## config.mk

```make
export PLATFORM = sky130hd
export DESIGN_NAME = router_ram_fifo_ctrl_flat
export DESIGN_NICKNAME = d
export VERILOG_FILES = /design/src/rtl/router_pkg.sv /design/src/rtl/router_ram_fifo_ctrl_if.sv /design/src/rtl/router_fifo_obuf.sv /design/src/rtl/router_ram_fifo_ctrl.sv /design/src/flat_wrapper.sv
export SDC_FILE = /design/constraint.sdc
export NUM_CORES = 1
export LEC_CHECK = 0
export ABC_CLOCK_PERIOD_IN_PS = 2200
export BUFFER_PORTS_ARGS = -buffer_cell sky130_fd_sc_hd__buf_2
export CAP_MARGIN = 15
export CORE_AREA = 2 2 97 170
export CTS_CLUSTER_DIAMETER = 100
export DETAILED_ROUTE_END_ITERATION = 6
export DIE_AREA = 0 0 99 172
export GPL_ROUTABILITY_DRIVEN = 0
export GPL_TIMING_DRIVEN = 0
export PLACE_DENSITY = 0.72
export REMOVE_ABC_BUFFERS = 1
export SLEW_MARGIN = 10
export SYNTH_ARGS = -nofsm -noshare
export SYNTH_HDL_FRONTEND = slang
export SYNTH_SLANG_ARGS = --single-unit
```

## constraint.sdc

```tcl
create_clock -name clk -period 2.2 [get_ports clk]
set_input_delay 0.33 -clock clk [delete_from_list [all_inputs] [get_ports clk]]
set_output_delay 0.33 -clock clk [all_outputs]
set_load 0.05 [all_outputs]
```

## src/rtl/router_pkg.sv

```systemverilog
// ============================================================================
// Module      : router_pkg
// Description : Shared widths and flit type for the router input-port FIFO.
// Revision    : 1.0 - initial release
// ============================================================================
`default_nettype none

package router_pkg;

  localparam int DATA_W = 64;
  localparam int ADDR_W = 2;
  localparam int DEPTH  = 4;
  localparam int RD_LAT = 2;
  localparam int OBUF_D = 2;
  // Occupancy covers DEPTH + OBUF_D = 6 flits.
  localparam int OCC_W  = 3;

  typedef logic [DATA_W-1:0] flit_t;

endpackage : router_pkg

`default_nettype wire

```

## src/rtl/router_ram_fifo_ctrl_if.sv

```systemverilog
// ============================================================================
// Module      : router_ram_fifo_ctrl_if
// Description : Flit in/out handshakes plus RAM port bundle for the FIFO ctrl.
// Revision    : 1.0 - initial release
// ============================================================================
`default_nettype none

interface router_ram_fifo_ctrl_if;
  import router_pkg::*;

  logic              in_valid;
  logic              in_ready;
  flit_t             in_data;
  logic              out_valid;
  logic              out_ready;
  flit_t             out_data;
  logic              mem_wr_en;
  logic [ADDR_W-1:0] mem_wr_addr;
  flit_t             mem_wr_data;
  logic              mem_rd_en;
  logic [ADDR_W-1:0] mem_rd_addr;
  flit_t             mem_rd_data;
  logic [OCC_W-1:0]  occupancy;

  modport master (
    input  in_valid, in_data, out_ready, mem_rd_data,
    output in_ready, out_valid, out_data,
    output mem_wr_en, mem_wr_addr, mem_wr_data,
    output mem_rd_en, mem_rd_addr, occupancy
  );

  modport slave (
    output in_valid, in_data, out_ready, mem_rd_data,
    input  in_ready, out_valid, out_data,
    input  mem_wr_en, mem_wr_addr, mem_wr_data,
    input  mem_rd_en, mem_rd_addr, occupancy
  );

endinterface : router_ram_fifo_ctrl_if

`default_nettype wire

```

## src/rtl/router_fifo_obuf.sv

```systemverilog
// ============================================================================
// Module      : router_fifo_obuf
// Description : Small push/pop output buffer with registered head and count.
// Revision    : 1.0 - initial release
// ============================================================================
`default_nettype none

module router_fifo_obuf #(
  parameter int DATA_W = router_pkg::DATA_W,
  parameter int DEPTH  = router_pkg::OBUF_D,
  localparam int CNT_W = $clog2(DEPTH + 1)
) (
  input  logic              clk,
  input  logic              rst_n,
  input  logic              push,
  input  logic [DATA_W-1:0] push_data,
  input  logic              pop,
  output logic              out_valid,
  output logic [DATA_W-1:0] out_data,
  output logic [CNT_W-1:0]  count
);

  localparam int PTR_W = (DEPTH > 1) ? $clog2(DEPTH) : 1;

  logic [DATA_W-1:0] mem [DEPTH];
  logic [PTR_W-1:0]  wr_idx;
  logic [PTR_W-1:0]  rd_idx;
  logic              do_pop;

  function automatic logic [PTR_W-1:0] bump(input logic [PTR_W-1:0] p);
    return (p == PTR_W'(DEPTH - 1)) ? '0 : p + PTR_W'(1);
  endfunction

  assign do_pop = pop && (count != '0);

  always_ff @(posedge clk or negedge rst_n) begin
    if (!rst_n) begin
      for (int i = 0; i < DEPTH; i++) begin
        mem[i] <= '0;
      end
      wr_idx <= '0;
      rd_idx <= '0;
      count  <= '0;
    end else begin
      if (push) begin
        mem[wr_idx] <= push_data;
        wr_idx      <= bump(wr_idx);
      end
      if (do_pop) begin
        rd_idx <= bump(rd_idx);
      end
      case ({push, do_pop})
        2'b10:   count <= count + CNT_W'(1);
        2'b01:   count <= count - CNT_W'(1);
        default: count <= count;
      endcase
    end
  end

  assign out_valid = (count != '0);
  assign out_data  = mem[rd_idx];

endmodule : router_fifo_obuf

`default_nettype wire

```

## src/rtl/router_ram_fifo_ctrl.sv

```systemverilog
// ============================================================================
// Module      : router_ram_fifo_ctrl
// Description : FIFO controller in front of a 4x64 RAM with 2-cycle read
//               latency; credit-gated reads land in a small output buffer.
// Revision    : 1.0 - initial release
// ============================================================================
`default_nettype none

module router_ram_fifo_ctrl #(
  parameter int DATA_W = router_pkg::DATA_W,
  parameter int ADDR_W = router_pkg::ADDR_W,
  parameter int DEPTH  = router_pkg::DEPTH,
  parameter int RD_LAT = router_pkg::RD_LAT,
  parameter int OBUF_D = router_pkg::OBUF_D
) (
  input  logic                   clk,
  input  logic                   rst_n,
  router_ram_fifo_ctrl_if.master bus
);

  localparam int CNT_W = $clog2(DEPTH + 1);
  localparam int INF_W = $clog2(RD_LAT + 1);
  localparam int OBC_W = $clog2(OBUF_D + 1);
  localparam int OCC_W = router_pkg::OCC_W;

  logic [ADDR_W-1:0] wr_ptr;
  logic [ADDR_W-1:0] rd_ptr;
  logic [CNT_W-1:0]  ram_cnt;
  logic [RD_LAT-1:0] vld_sr;
  logic [INF_W-1:0]  inflight;
  logic [OBC_W-1:0]  obuf_cnt;
  logic [OCC_W-1:0]  occ;
  logic              wr_go;
  logic              rd_go;
  logic              pop;
  logic              credit_ok;
  logic              obuf_valid;
  logic [DATA_W-1:0] obuf_data;

  assign bus.in_ready = rst_n && (ram_cnt != CNT_W'(DEPTH));
  assign wr_go        = bus.in_valid && bus.in_ready;

  always_comb begin
    inflight = '0;
    for (int i = 0; i < RD_LAT; i++) begin
      inflight = inflight + INF_W'(vld_sr[i]);
    end
  end

  // Every issued read must have a guaranteed output-buffer slot when it lands.
  assign credit_ok = (32'(inflight) + 32'(obuf_cnt)) < 32'(OBUF_D);
  assign rd_go     = (ram_cnt != '0) && credit_ok;
  assign pop       = obuf_valid && bus.out_ready;

  always_ff @(posedge clk or negedge rst_n) begin
    if (!rst_n) begin
      wr_ptr  <= '0;
      rd_ptr  <= '0;
      ram_cnt <= '0;
      occ     <= '0;
    end else begin
      if (wr_go) begin
        wr_ptr <= wr_ptr + ADDR_W'(1);
      end
      if (rd_go) begin
        rd_ptr <= rd_ptr + ADDR_W'(1);
      end
      case ({wr_go, rd_go})
        2'b10:   ram_cnt <= ram_cnt + CNT_W'(1);
        2'b01:   ram_cnt <= ram_cnt - CNT_W'(1);
        default: ram_cnt <= ram_cnt;
      endcase
      occ <= occ + OCC_W'(wr_go) - OCC_W'(pop);
    end
  end

  generate
    if (RD_LAT == 1) begin : g_sr_single
      always_ff @(posedge clk or negedge rst_n) begin
        if (!rst_n) begin
          vld_sr <= '0;
        end else begin
          vld_sr <= rd_go;
        end
      end
    end else begin : g_sr_chain
      always_ff @(posedge clk or negedge rst_n) begin
        if (!rst_n) begin
          vld_sr <= '0;
        end else begin
          vld_sr <= {vld_sr[RD_LAT-2:0], rd_go};
        end
      end
    end
  endgenerate

  // Idle RAM ports are parked at zero so addresses/data only move on a real access.
  always_comb begin
    bus.mem_wr_en   = wr_go;
    bus.mem_wr_addr = wr_go ? wr_ptr : '0;
    bus.mem_wr_data = wr_go ? bus.in_data : '0;
    bus.mem_rd_en   = rd_go;
    bus.mem_rd_addr = rd_go ? rd_ptr : '0;
  end

  router_fifo_obuf #(
    .DATA_W (DATA_W),
    .DEPTH  (OBUF_D)
  ) u_obuf (
    .clk       (clk),
    .rst_n     (rst_n),
    .push      (vld_sr[RD_LAT-1]),
    .push_data (bus.mem_rd_data),
    .pop       (pop),
    .out_valid (obuf_valid),
    .out_data  (obuf_data),
    .count     (obuf_cnt)
  );

  assign bus.out_valid = obuf_valid;
  assign bus.out_data  = obuf_data;
  assign bus.occupancy = occ;

endmodule : router_ram_fifo_ctrl

`default_nettype wire

```

## src/flat_wrapper.sv

```systemverilog
// flat-port wrapper written by rule: the top's interface ports become plain ports
module router_ram_fifo_ctrl_flat 
#(
  parameter int DATA_W = router_pkg::DATA_W,
  parameter int ADDR_W = router_pkg::ADDR_W,
  parameter int DEPTH  = router_pkg::DEPTH,
  parameter int RD_LAT = router_pkg::RD_LAT,
  parameter int OBUF_D = router_pkg::OBUF_D
)
  (clk, rst_n, bus_in_valid, bus_in_data, bus_out_ready, bus_mem_rd_data, bus_in_ready, bus_out_valid, bus_out_data, bus_mem_wr_en, bus_mem_wr_addr, bus_mem_wr_data, bus_mem_rd_en, bus_mem_rd_addr, bus_occupancy);
  router_ram_fifo_ctrl_if bus_i ();
  input  logic clk;
  input  logic rst_n;
  input wire logic [$bits(bus_i.in_valid)-1:0] bus_in_valid;
  input wire logic [$bits(bus_i.in_data)-1:0] bus_in_data;
  input wire logic [$bits(bus_i.out_ready)-1:0] bus_out_ready;
  input wire logic [$bits(bus_i.mem_rd_data)-1:0] bus_mem_rd_data;
  output wire logic [$bits(bus_i.in_ready)-1:0] bus_in_ready;
  output wire logic [$bits(bus_i.out_valid)-1:0] bus_out_valid;
  output wire logic [$bits(bus_i.out_data)-1:0] bus_out_data;
  output wire logic [$bits(bus_i.mem_wr_en)-1:0] bus_mem_wr_en;
  output wire logic [$bits(bus_i.mem_wr_addr)-1:0] bus_mem_wr_addr;
  output wire logic [$bits(bus_i.mem_wr_data)-1:0] bus_mem_wr_data;
  output wire logic [$bits(bus_i.mem_rd_en)-1:0] bus_mem_rd_en;
  output wire logic [$bits(bus_i.mem_rd_addr)-1:0] bus_mem_rd_addr;
  output wire logic [$bits(bus_i.occupancy)-1:0] bus_occupancy;
  assign bus_i.in_valid = bus_in_valid;
  assign bus_i.in_data = bus_in_data;
  assign bus_i.out_ready = bus_out_ready;
  assign bus_i.mem_rd_data = bus_mem_rd_data;
  assign bus_in_ready = bus_i.in_ready;
  assign bus_out_valid = bus_i.out_valid;
  assign bus_out_data = bus_i.out_data;
  assign bus_mem_wr_en = bus_i.mem_wr_en;
  assign bus_mem_wr_addr = bus_i.mem_wr_addr;
  assign bus_mem_wr_data = bus_i.mem_wr_data;
  assign bus_mem_rd_en = bus_i.mem_rd_en;
  assign bus_mem_rd_addr = bus_i.mem_rd_addr;
  assign bus_occupancy = bus_i.occupancy;
  router_ram_fifo_ctrl #(.DATA_W(DATA_W), .ADDR_W(ADDR_W), .DEPTH(DEPTH), .RD_LAT(RD_LAT), .OBUF_D(OBUF_D)) u_core (.clk(clk), .rst_n(rst_n), .bus(bus_i));
endmodule
```

-- After elaboration in Yosys (flattened, before gate mapping)
Index checks and enable logic that the tools add are counted.
- register bits: 144
- bits of input ports: 132
- word-level logic and storage cells: 56
- output and inout bits: 139
- bitwise gates (word level): 2
- reductions and logical operators: 10
- $add $sub $neg: 12
- $lt $le $gt $ge: 4
- equality and inequality tests: 5
- multiplexer cells: 13
- operators with widths (operator ; count):
    $mux 64 ; 5
    $bwmux 128 ; 1
    $demux 64 s1 ; 1
    $lt 32x2->1 const B ; 1
    $add 2x1->2 const B ; 3
    $logic_and 1x1->1 ; 6
    $pmux 3 s2 ; 1
    $reduce_bool 2->1 ; 3
    $eq 2x1->1 const B ; 2
    $eq 2x2->1 const B ; 2
    $ge 2x2->1 const B ; 2
    $mux 2 ; 2
    $not 1->2 ; 2
    $pmux 2 s2 ; 1
    $add 2x2->3 ; 1
    $add 3x1->3 ; 1
    $add 3x1->3 const B ; 1
    $ne 3x3->1 const B ; 1
    $reduce_bool 3->1 ; 1
    $sub 3x1->3 ; 1
    $sub 3x1->3 const B ; 1
    $add 1x1->1 const B ; 2
    $add 1x1->2 ; 1
    $lt 2x1->1 const B ; 1
    other kinds (2) ; 3

-- Depth between registers and ports, before layout
Gate-level depths: netlist of run 1.
- depth in word-level cells: 6
- depth in mapped cells: 12
- mapped depth without buffers: 10

-- By module
From an unflattened synthesis of run 1, not the netlist that was laid out.
- cells, all modules: 475
- area total of the unflattened synthesis: 6820.3 um^2
- modules (own cells, without submodules) (module ; cells an instance ; seq. area each (um^2) ; times used ; area each (um^2)):
    router_fifo_obuf ; 355 ; 3303.2 ; 1 ; 5721.7
    router_ram_fifo_ctrl ; 120 ; 300.3 ; 1 ; 1098.6

-- Worst setup path before layout of run 1
Ideal clock, no wire load.
- path type: register to register
- from: reg u_core.u_obuf.count[0]
- to: reg u_core.ram_cnt[2]
- clock period less this slack: 2652 ps
- setup slack: -452 ps
- data arrival time: 2572 ps
- buffers on the path: 0
- required time: 2121 ps
- stages on the path, launching flop included: 10
- library setup time: 79 ps
- path through: dfrtp_1 > ha_1 > a211oi_1 > and2_1 > ha_1 > inv_1 > fa_1 > xor2_1 > nor2_1 > xor2_1
- word-level cells in the longest chain between the ends: 5
- elaborated cells between the ends (all ways): 7
- classes of those cells: 1 x add/sub; 1 x order compare; 2 x eq/ne; 1 x mux; 2 x reduce/logical
- ends and longest elaborated chain (what ; line ; source):
    start, declared ; router_fifo_obuf.sv:20 ; output logic [CNT_W-1:0] count
    start signal, assigned ; router_fifo_obuf.sv:53 ; 2'b10: count <= count + CNT_W'(1);
    start signal, assigned ; router_fifo_obuf.sv:54 ; 2'b01: count <= count - CNT_W'(1);
    start signal, assigned ; router_fifo_obuf.sv:55 ; default: count <= count;
    $add 2x2->3 * ; router_ram_fifo_ctrl.sv:51 ; assign credit_ok = (32'(inflight) + 32'(obuf_cnt)) < 32'(OBUF_D);
    $lt 32x2->1 * ; router_ram_fifo_ctrl.sv:51 ;
    $logic_and 1x1->1 * ; router_ram_fifo_ctrl.sv:52 ; assign rd_go = (ram_cnt != '0) && credit_ok;
    named net bus_mem_rd_en ; flat_wrapper.sv:24 ; output wire logic [$bits(bus_i.mem_rd_en)-1:0] bus_mem_rd_en;
    $eq 2x1->1 or $eq 2x2->1 (tied branches) ; router_ram_fifo_ctrl.sv:68 ; case ({wr_go, rd_go})
    $pmux 3 s2 or $reduce_bool 2->1 (tied branches) ; - ;
    end signal, assigned ; router_ram_fifo_ctrl.sv:69 ; 2'b10: ram_cnt <= ram_cnt + CNT_W'(1);
    end signal, assigned ; router_ram_fifo_ctrl.sv:70 ; 2'b01: ram_cnt <= ram_cnt - CNT_W'(1);
    end signal, assigned ; router_ram_fifo_ctrl.sv:71 ; default: ram_cnt <= ram_cnt;
    end, declared ; router_ram_fifo_ctrl.sv:28 ; logic [CNT_W-1:0] ram_cnt;
Mark *: on every way through the listed nets, which the timed path passes. The rest lies on a longest branch.
A chain may end at the register's enable or synchronous reset.

-- Final worst setup path of run 1
- from: reg u_core.ram_cnt[1]
- to: out bus_mem_wr_data[1]
- word-level cells in the longest chain between the ends: 4
- ends and longest elaborated chain (what ; line ; source):
    $ne 3x3->1 ; router_ram_fifo_ctrl.sv:40 ; assign bus.in_ready = rst_n && (ram_cnt != CNT_W'(DEPTH));
    $logic_and 1x1->1 ; router_ram_fifo_ctrl.sv:40 ;
    $logic_and 1x1->1 ; router_ram_fifo_ctrl.sv:41 ; assign wr_go = bus.in_valid && bus.in_ready;
    $mux 64 ; router_ram_fifo_ctrl.sv:101 ; bus.mem_wr_data = wr_go ? bus.in_data : '0;
    end, declared ; flat_wrapper.sv:23 ; output wire logic [$bits(bus_i.mem_wr_data)-1:0] bus_mem_wr_data;
Every way passes these cells.

==> summary.txt, run 1 <==
Outcome
  • Outcome: finished, final reports clean

STA
  • Fmax: 0.465 GHz
  • Fin Setup TNS: 0 ns
  • Period utilization: 97.7%
  • RSZ-0062 raised after global routing: yes
  • PnR worst setup slack: 0.0515 ns
  • Final max-slew violation count: 0
  • Final Hold Fails: 0
  • Setup Viol. Count Final: 0
  • Max-slew headroom: 34.0%
  • Worst Clk Skew: 0.00845 ns
  • Worst Tran Pin Value: 0.990 ns
  • Tmin final: 2.15 ns
  • Hold WS: 0.00847 ns

Power
  • Power Internal: 9.42 mW
  • Static Leakage: 4.56 nW
  • Register share of total power: 27.1%
  • P_sw: 8.27 mW
  • Comb power frac: 57.9%
  • Cell area power density: 1850 nW/um^2
  • Peak supply drop: 0.00108 V
  • Clk pwr share: 14.9%
  • Sw frac: 46.7%

Setup path
  • Setup crit end: bus_mem_wr_data[1]
  • Reg2reg path depth: 9
  • CP required: 1.87 ns
  • Crit Path Max Fanout: 9
  • CP startpoint kind: flip-flop
  • Critical path type: reg -> out
  • Worst EP arrival: 1.82 ns
  • Reg2reg end: u_core.ram_cnt[2]$_DFFE_PN0P_
  • Reg2reg start: u_core.vld_sr[0]$_DFF_PN0_
  • Worst Setup SP: u_core.ram_cnt[1]$_DFFE_PN0P_
  • Critical Path End Type: output pin
  • R2R Setup Slk: 0.08 ns

Clock network
  • # clock sinks: 144
  • CTS tree: built
  • CTS Buf Count: 17
  • Root buffer cell: clkbuf_16
  • Htree depth: 4
  • Worst-Skew Late Latency: 0.41 ns
  • Clk buf depth: 2
  • Reg clk slew, reported paths: 0.07 ns

Synth
  • Most used DFF post-synth: dfrtp_1
  • Netlist cell types: 29
  • Synth Area in Adders: 1.51%
  • Synth Area in Simple Gates: 7.66%
  • Synth area leader: dfrtp_1
  • Most frequent cells after synthesis: 182 x mux2_2, 144 x dfrtp_1, 67 x and2_1, 9 x xor2_1
  • XOR/XNOR Fraction of Synth Area: 1.80%
  • Mapped Cells: 474
  • Seq/Total Area, Yosys: 53.0%
  • Most frequent cell after synthesis: mux2_2
  • Synth top area cells: dfrtp_1 53%, mux2_2 30%, and2_1 6.2%
  • Async S/R FF share, synth: 100%
  • Syn avg cell area: 14.3 um^2
  • Mapped cell area: 6800 um^2
  • Top-area cell type share of the netlist area: 53.0%
  • Largest family of logic cells by synthesized area: multiplexers
  • Yosys warns: 0
  • Yosys reg bits: 144
  • Post-synth EDFFs: 0
  • Mux cell area share after synthesis: 32.1%
  • Compound-Gate Fraction of Synth Area: 0.184%

Die
  • Chip height: 172 um
  • CORE AREA: 15600 um^2
  • Num rows: 61
  • Die X: 99 um
  • Die area: 17000 um^2
  • # IOs: 271
  • Starting density of the core: 43.4%

Placed design
  • Port bufs: 270
  • Placement Setup Slack: -1.64 ns
  • Placed Cells: 909
  • HPWL after detailed placement: 11.9 mm

Drt
  • Drt first pass iters: 4
  • Iter 0 DRT Violations: 143
  • ANT nets after route: 0
  • Drt drc: 0
  • Vias per inst: 5.04
  • Via count: 4888
  • Wire per inst: 18.5 um
  • Final wirelength: 18.0 mm

GRT
  • GRT Overall Usage: 20.7%
  • GRT overflow: 0
  • First-pass GRT wire length: 26.9 mm
  • Initial antenna violation count: 1
  • Largest net degree at the start of global routing: 65
  • Vias in the first global route: 5197

Finish
  • Ratio of cells with drive above 1 in the final layout: 68.9%
  • Multi-input combinational cell area: 3050 um^2
  • Register area: 3610 um^2
  • # fillers: 1226
  • Area grow syn2layout: 40.5%
  • Non-filler cells, final: 969
  • Post-layout util: 61.0%
  • Nets@finish: 905

Flow run
  • Maxcap violations: 0

Min path
  • Hold Crit Class: in -> async
-- state kept, by name, indices dropped and copies added, names as in the netlist --
name / cells
u_core.u_obuf.mem: 128
u_core.bus.occupancy: 3
u_core.ram_cnt: 3
u_core.rd_ptr: 2
u_core.u_obuf.count: 2
u_core.vld_sr: 2
u_core.wr_ptr: 2
u_core.u_obuf.rd_idx: 1
u_core.u_obuf.wr_idx: 1
-- worst min-delay path by stage --
stage	to	slack (ns)	cells after the start
after global placement	u_core.vld_sr[1]$_DFF_PN0_	0.36	0
after floorplan	u_core.bus.occupancy[0]$_DFF_PN0_	0.03	0
final	u_core.u_obuf.mem[64]$_DFFE_PN0P_	0.008	3
after detailed placement	u_core.u_obuf.mem[68]$_DFFE_PN0P_	0.32	1
after global routing	u_core.u_obuf.mem[86]$_DFFE_PN0P_	0.005	2
after CTS	u_core.u_obuf.mem[68]$_DFFE_PN0P_	0.007	3
-- power by group through the flow --
stage / combinational, mW / sequential [mW] / clock (mW)
after floorplan: 7.45 / 4.82 / 0
after global placement: 9.20 / 4.91 / 0
after detailed placement: 9.51 / 4.94 / 0
after CTS: 10.1 / 4.78 / 2.71
after global routing: 10.8 / 4.96 / 2.83
final: 10.3 / 4.80 / 2.64
-- per-stage QoR --
stage	instance area (um^2)	total power, mW
final	9550	17.7
after global routing	9550	18.6
after CTS	9240	17.5
after detailed placement	8230	14.4
after global placement	8160	14.1
after floorplan	6570	12.3
-- area by class of cell --
cell class | instances | area share [%]
Multi-Input combinational cell | 299 | 32.0
Inverter | 8 | 0.314
Antenna cell | 1 | 0.0262
Clock inverter | 12 | 1.05
Tap cell | 189 | 2.48
Sequential cell | 144 | 37.8
Timing Repair Buffer | 296 | 21.7
Clock buffer | 20 | 4.68
-- worst max-delay path: stages (launching register included) --
cell and delay, ns:
dfrtp_1 0.41, nor3b_4 0.32, buf_12 0.17, nor2_4 0.04
buf_6 0.14, and2_1 0.15, buf_4 0.19
-- metal layers --
layer  wire (um)  track usage (%)  up-vias
li1            -                -     2225
met1        6210             20.8     2425
met2       10200             39.6      209
met3        1050             4.69       29
met4         528             9.41        0
met5           0                0        -
-- placed cells by master, fill, tap and decap left out, drive strengths merged, types with 2 or more instances in the layout --
cell type and count:
buf 292, mux2 192, dfrtp 144, and2 67
clkbuf 21, inv 12, xor2 9, nor2 7
xnor2 5, ha 5, clkinvlp 4, clkinv 4
nand2 3, and3 2, fa 2, bufbuf 2
nor3b 2
-- cells by family (layout without fill, tap and decap cells) --
kind of cell | Yosys count | count (layout)
fa+ha+maj | 7 | 7
other cells | 0 | 1
xor+xnor | 14 | 14
simple gates | 81 | 84
compound gates | 2 | 2
buf+inv | 34 | 336
flops | 144 | 144
mux | 192 | 192
-- what timing repair did --
action,4_1_cts,5_1_grt
endpoints found under the hold margin,54,0
gates cloned,5,0
hold buffers,4,0
endpoints found under the setup margin,113,56
setup buffers,14,3
pin swaps,9,7
gates resized for setup,45,113
No activity file was read; power rests on OpenSTA's default activity.
==> run 2: changes to the inputs <==
--- a/config.mk
+++ b/config.mk
@@ -14,7 +14,7 @@
 export DIE_AREA = 0 0 99 172
 export GPL_ROUTABILITY_DRIVEN = 0
 export GPL_TIMING_DRIVEN = 0
-export PLACE_DENSITY = 0.72
+export PLACE_DENSITY_LB_ADDON = 0.1
 export REMOVE_ABC_BUFFERS = 1
 export SLEW_MARGIN = 10
 export SYNTH_ARGS = -nofsm -noshare
==> constraint.sdc (replaced) <==
create_clock -name clk -period 2.2 [get_ports clk]
set_input_delay 0.44 -clock clk [delete_from_list [all_inputs] [get_ports clk]]
set_output_delay 0.44 -clock clk [all_outputs]
set_load 0.05 [all_outputs]
==> summary.txt, run 2 (synthesized netlist as in run 1, its figures left out) <==
Outcome
  • Outcome: finished with violations
  • Failing checks: negative setup slack

Finish
  • Nets@finish: 915 (+1.1%)
  • Commonest non-fill, non-tap cell in the layout: mux2_2
  • Ratio of cells with drive above 1 in the final layout: 75.4% (+6.5 points)
  • Largest register FFs: 128 (unchanged)
  • Multi-input combinational cell area: 3180 um^2 (+4.1%)
  • Commonest cells after routing, fill and taps aside: 173 x mux2_2, 150 x buf_2, 142 x dfrtp_1
  • # fillers: 1160 (-5.4%)
  • Area grow syn2layout: 56.6%
  • Register area: 3610 um^2 (unchanged)
  • Biggest register: u_core.u_obuf.mem

Setup path
  • Crit Path Max Fanout: 4 (-5)
  • Worst EP arrival: 2.64 ns (+0.82 ns)
  • CP required: 2.55 ns (+0.68 ns)
  • CP startpoint kind: flip-flop
  • Critical path type: reg -> reg
  • Critical Path Most Common Cell: xor2_1
  • Critical Path End Type: flip-flop
  • Crit-path cells: ha_1, a211oi_2, and2_4, ha_4, inv_2, fa_2, xor2_1, nor2_1, xor2_1
  • Worst path slowest cell: dfrtp_1
  • CP max stage delay: 0.39 ns (-0.02 ns)

Power
  • Peak supply drop: 0.000953 V (-11%)
  • Static Leakage: 5.04 nW (+10%)
  • Power consumption: 20.1 mW (+13%)
  • Cell area power density: 1880 nW/um^2 (+1.7%)

Drt
  • Drt drc: 0 (unchanged)
  • Vias per inst: 5.07 (+0.58%)
  • Final wirelength: 19.9 mm (+11%)
  • Wire per inst: 20.2 um (+9.2%)
  • Via count: 4977 (+1.8%)
  • ANT nets after route: 0 (unchanged)
  • Iter 0 DRT Violations: 134 (-6.3%)
  • Drt first pass iters: 4 (unchanged)

GRT
  • Initial antenna violation count: 3 (+2)
  • GRT overflow: 0 (unchanged)
  • Largest net degree at the start of global routing: 65 (unchanged)
  • GRT Overall Usage: 21.7% (+1.0 points)
  • Vias in the first global route: 5397 (+3.8%)
  • First-pass GRT wire length: 28.1 mm (+4.4%)

STA
  • Max-slew headroom: 34.0% (about the same)
  • Final max-slew violation count: 0 (unchanged)
  • PnR worst setup slack: -0.0907 ns (-0.142 ns)
  • Worst Tran Pin Value: 0.990 ns (-0.000490 ns)
  • Period utilization: 104% (+6.5 points)
  • Fin Setup TNS: -1.04 ns (-1.04 ns)
  • Tmin final: 2.29 ns (+0.142 ns)
  • Final Hold Fails: 0 (unchanged)
  • RSZ-0062 raised after global routing: yes
  • Worst Clk Skew: 0.0105 ns (+0.00204 ns)
  • Fmax: 0.437 GHz (-6.2%)
  • Setup Viol. Count Final: 29 (+29)

Die
  • # IOs: 271 (unchanged)
  • Die area: 17000 um^2 (unchanged)
  • Chip height: 172 um (unchanged)
  • Num rows: 61 (unchanged)
  • Die X: 99 um (unchanged)
  • Starting density of the core: 43.4% (unchanged)
  • CORE AREA: 15600 um^2 (unchanged)

Placed design
  • Port bufs: 270 (unchanged)
  • HPWL after detailed placement: 12.0 mm (+0.22%)

Clock network
  • Worst-Skew Late Latency: 0.42 ns (about the same)
  • Clk buf depth: 2 (unchanged)
  • CTS tree: built
  • # clock sinks: 144 (unchanged)
  • Reg clk slew, reported paths: 0.07 ns (about the same)
  • Root buffer cell: clkbuf_16
  • CTS Buf Count: 17 (unchanged)
  • Htree depth: 4 (unchanged)

Flow run
  • Maxcap violations: 0 (unchanged)

Min path
  • Hold Crit Class: in -> async
## run 2: cell count changes in the layout (fill, tap and decap cells not counted), moves of 6 or more
| cell | change |
|---|---|
| and2_4 | +42 |
| mux2_4 | +9 |
| buf_2 | -63 |
| mux2_2 | -9 |
| clkbuf_16 | +6 |
| buf_6 | +51 |
| buf_4 | -9 |
| buf_8 | +23 |
| and2_1 | -42 |
## run 2: layer usage
layer	track usage [%]	part of all wire (%)	vias to the layer above
met4	7.68	1.7	2
li1	-	-	2250
met5	0	0.065	-
met2	39.4	56	210
met1	24.2	36	2495
met3	5.66	6.1	20
## run 2: final timing paths
check / startpoint / endpoint / slack [ns] / cells past startpoint
max: u_core.vld_sr[0]$_DFF_PN0_ / u_core.ram_cnt[2]$_DFFE_PN0P_ / -0.09 / 9
min: rst_n / u_core.u_obuf.mem[25]$_DFFE_PN0P_ / 0.06 / 3
max reg2reg: u_core.vld_sr[0]$_DFF_PN0_ / u_core.ram_cnt[2]$_DFFE_PN0P_ / -0.09 / 9
min reg2reg: u_core.vld_sr[0]$_DFF_PN0_ / u_core.vld_sr[1]$_DFF_PN0_ / 0.39 / 0
max in group asynchronous: rst_n / u_core.u_obuf.mem[127]$_DFFE_PN0P_ / 1.37 / 2
min in group clk: bus_mem_rd_data[39] / u_core.u_obuf.mem[103]$_DFFE_PN0P_ / 0.25 / 2
## run 2: area by class of cell
type                            instances  share of cell area, %
Sequential cell                       144                   33.9
Multi-Input combinational cell        296                   29.9
Timing Repair Buffer                  309                   27.5
Clock buffer                           20                   4.39
Tap cell                              189                   2.22
Clock inverter                         12                   1.69
Inverter                                8                  0.353
Antenna cell                            3                 0.0705
## run 2: per-stage QoR
| step | util [%] | cells | instance area, um^2 | setup slack, ns | hold WS (ns) |
|---|---|---|---|---|---|
| 2_1_floorplan | - | 448 | 6570 | -1.90 | 0.144 |
| 3_3_place_gp | 52.2 | 907 | 8160 | -4.56 | 0.367 |
| 3_5_place_dp | 52.9 | 911 | 8280 | -1.01 | 0.304 |
| 4_1_cts | 62.2 | 960 | 9730 | -0.0822 | 0.0440 |
| 5_1_grt | 68.0 | 979 | 10600 | -0.180 | 0.0473 |
| 6_report | 68.0 | 981 | 10600 | -0.0907 | 0.0551 |
## run 2: worst max-delay path, delay by kind of cell (launching register included)
family / cells / cell delay (ns)
AND/OR/NAND/NOR: 2 / 0.40
XOR/XNOR: 2 / 0.32
flip-flops: 1 / 0.39
buffers and inverters: 1 / 0.04
AO/OA/AOI/OAI: 1 / 0.31
adder cells (fa/ha/maj): 3 / 0.77
## run 2: report_power, final
group          internal, mW  switching (mW)
clock                  2.00            1.14
combinational          5.36            6.73
sequential             4.06           0.770
total                  11.4            8.64
## run 2: repair_timing
action                                 CTS  global route
gates resized for setup                154           228
pin swaps                                7            22
gates cloned                             8             8
endpoints found under the hold margin   21             0
setup endpoints to repair              130           121
hold buffers                             2             0
setup buffers                            7            10
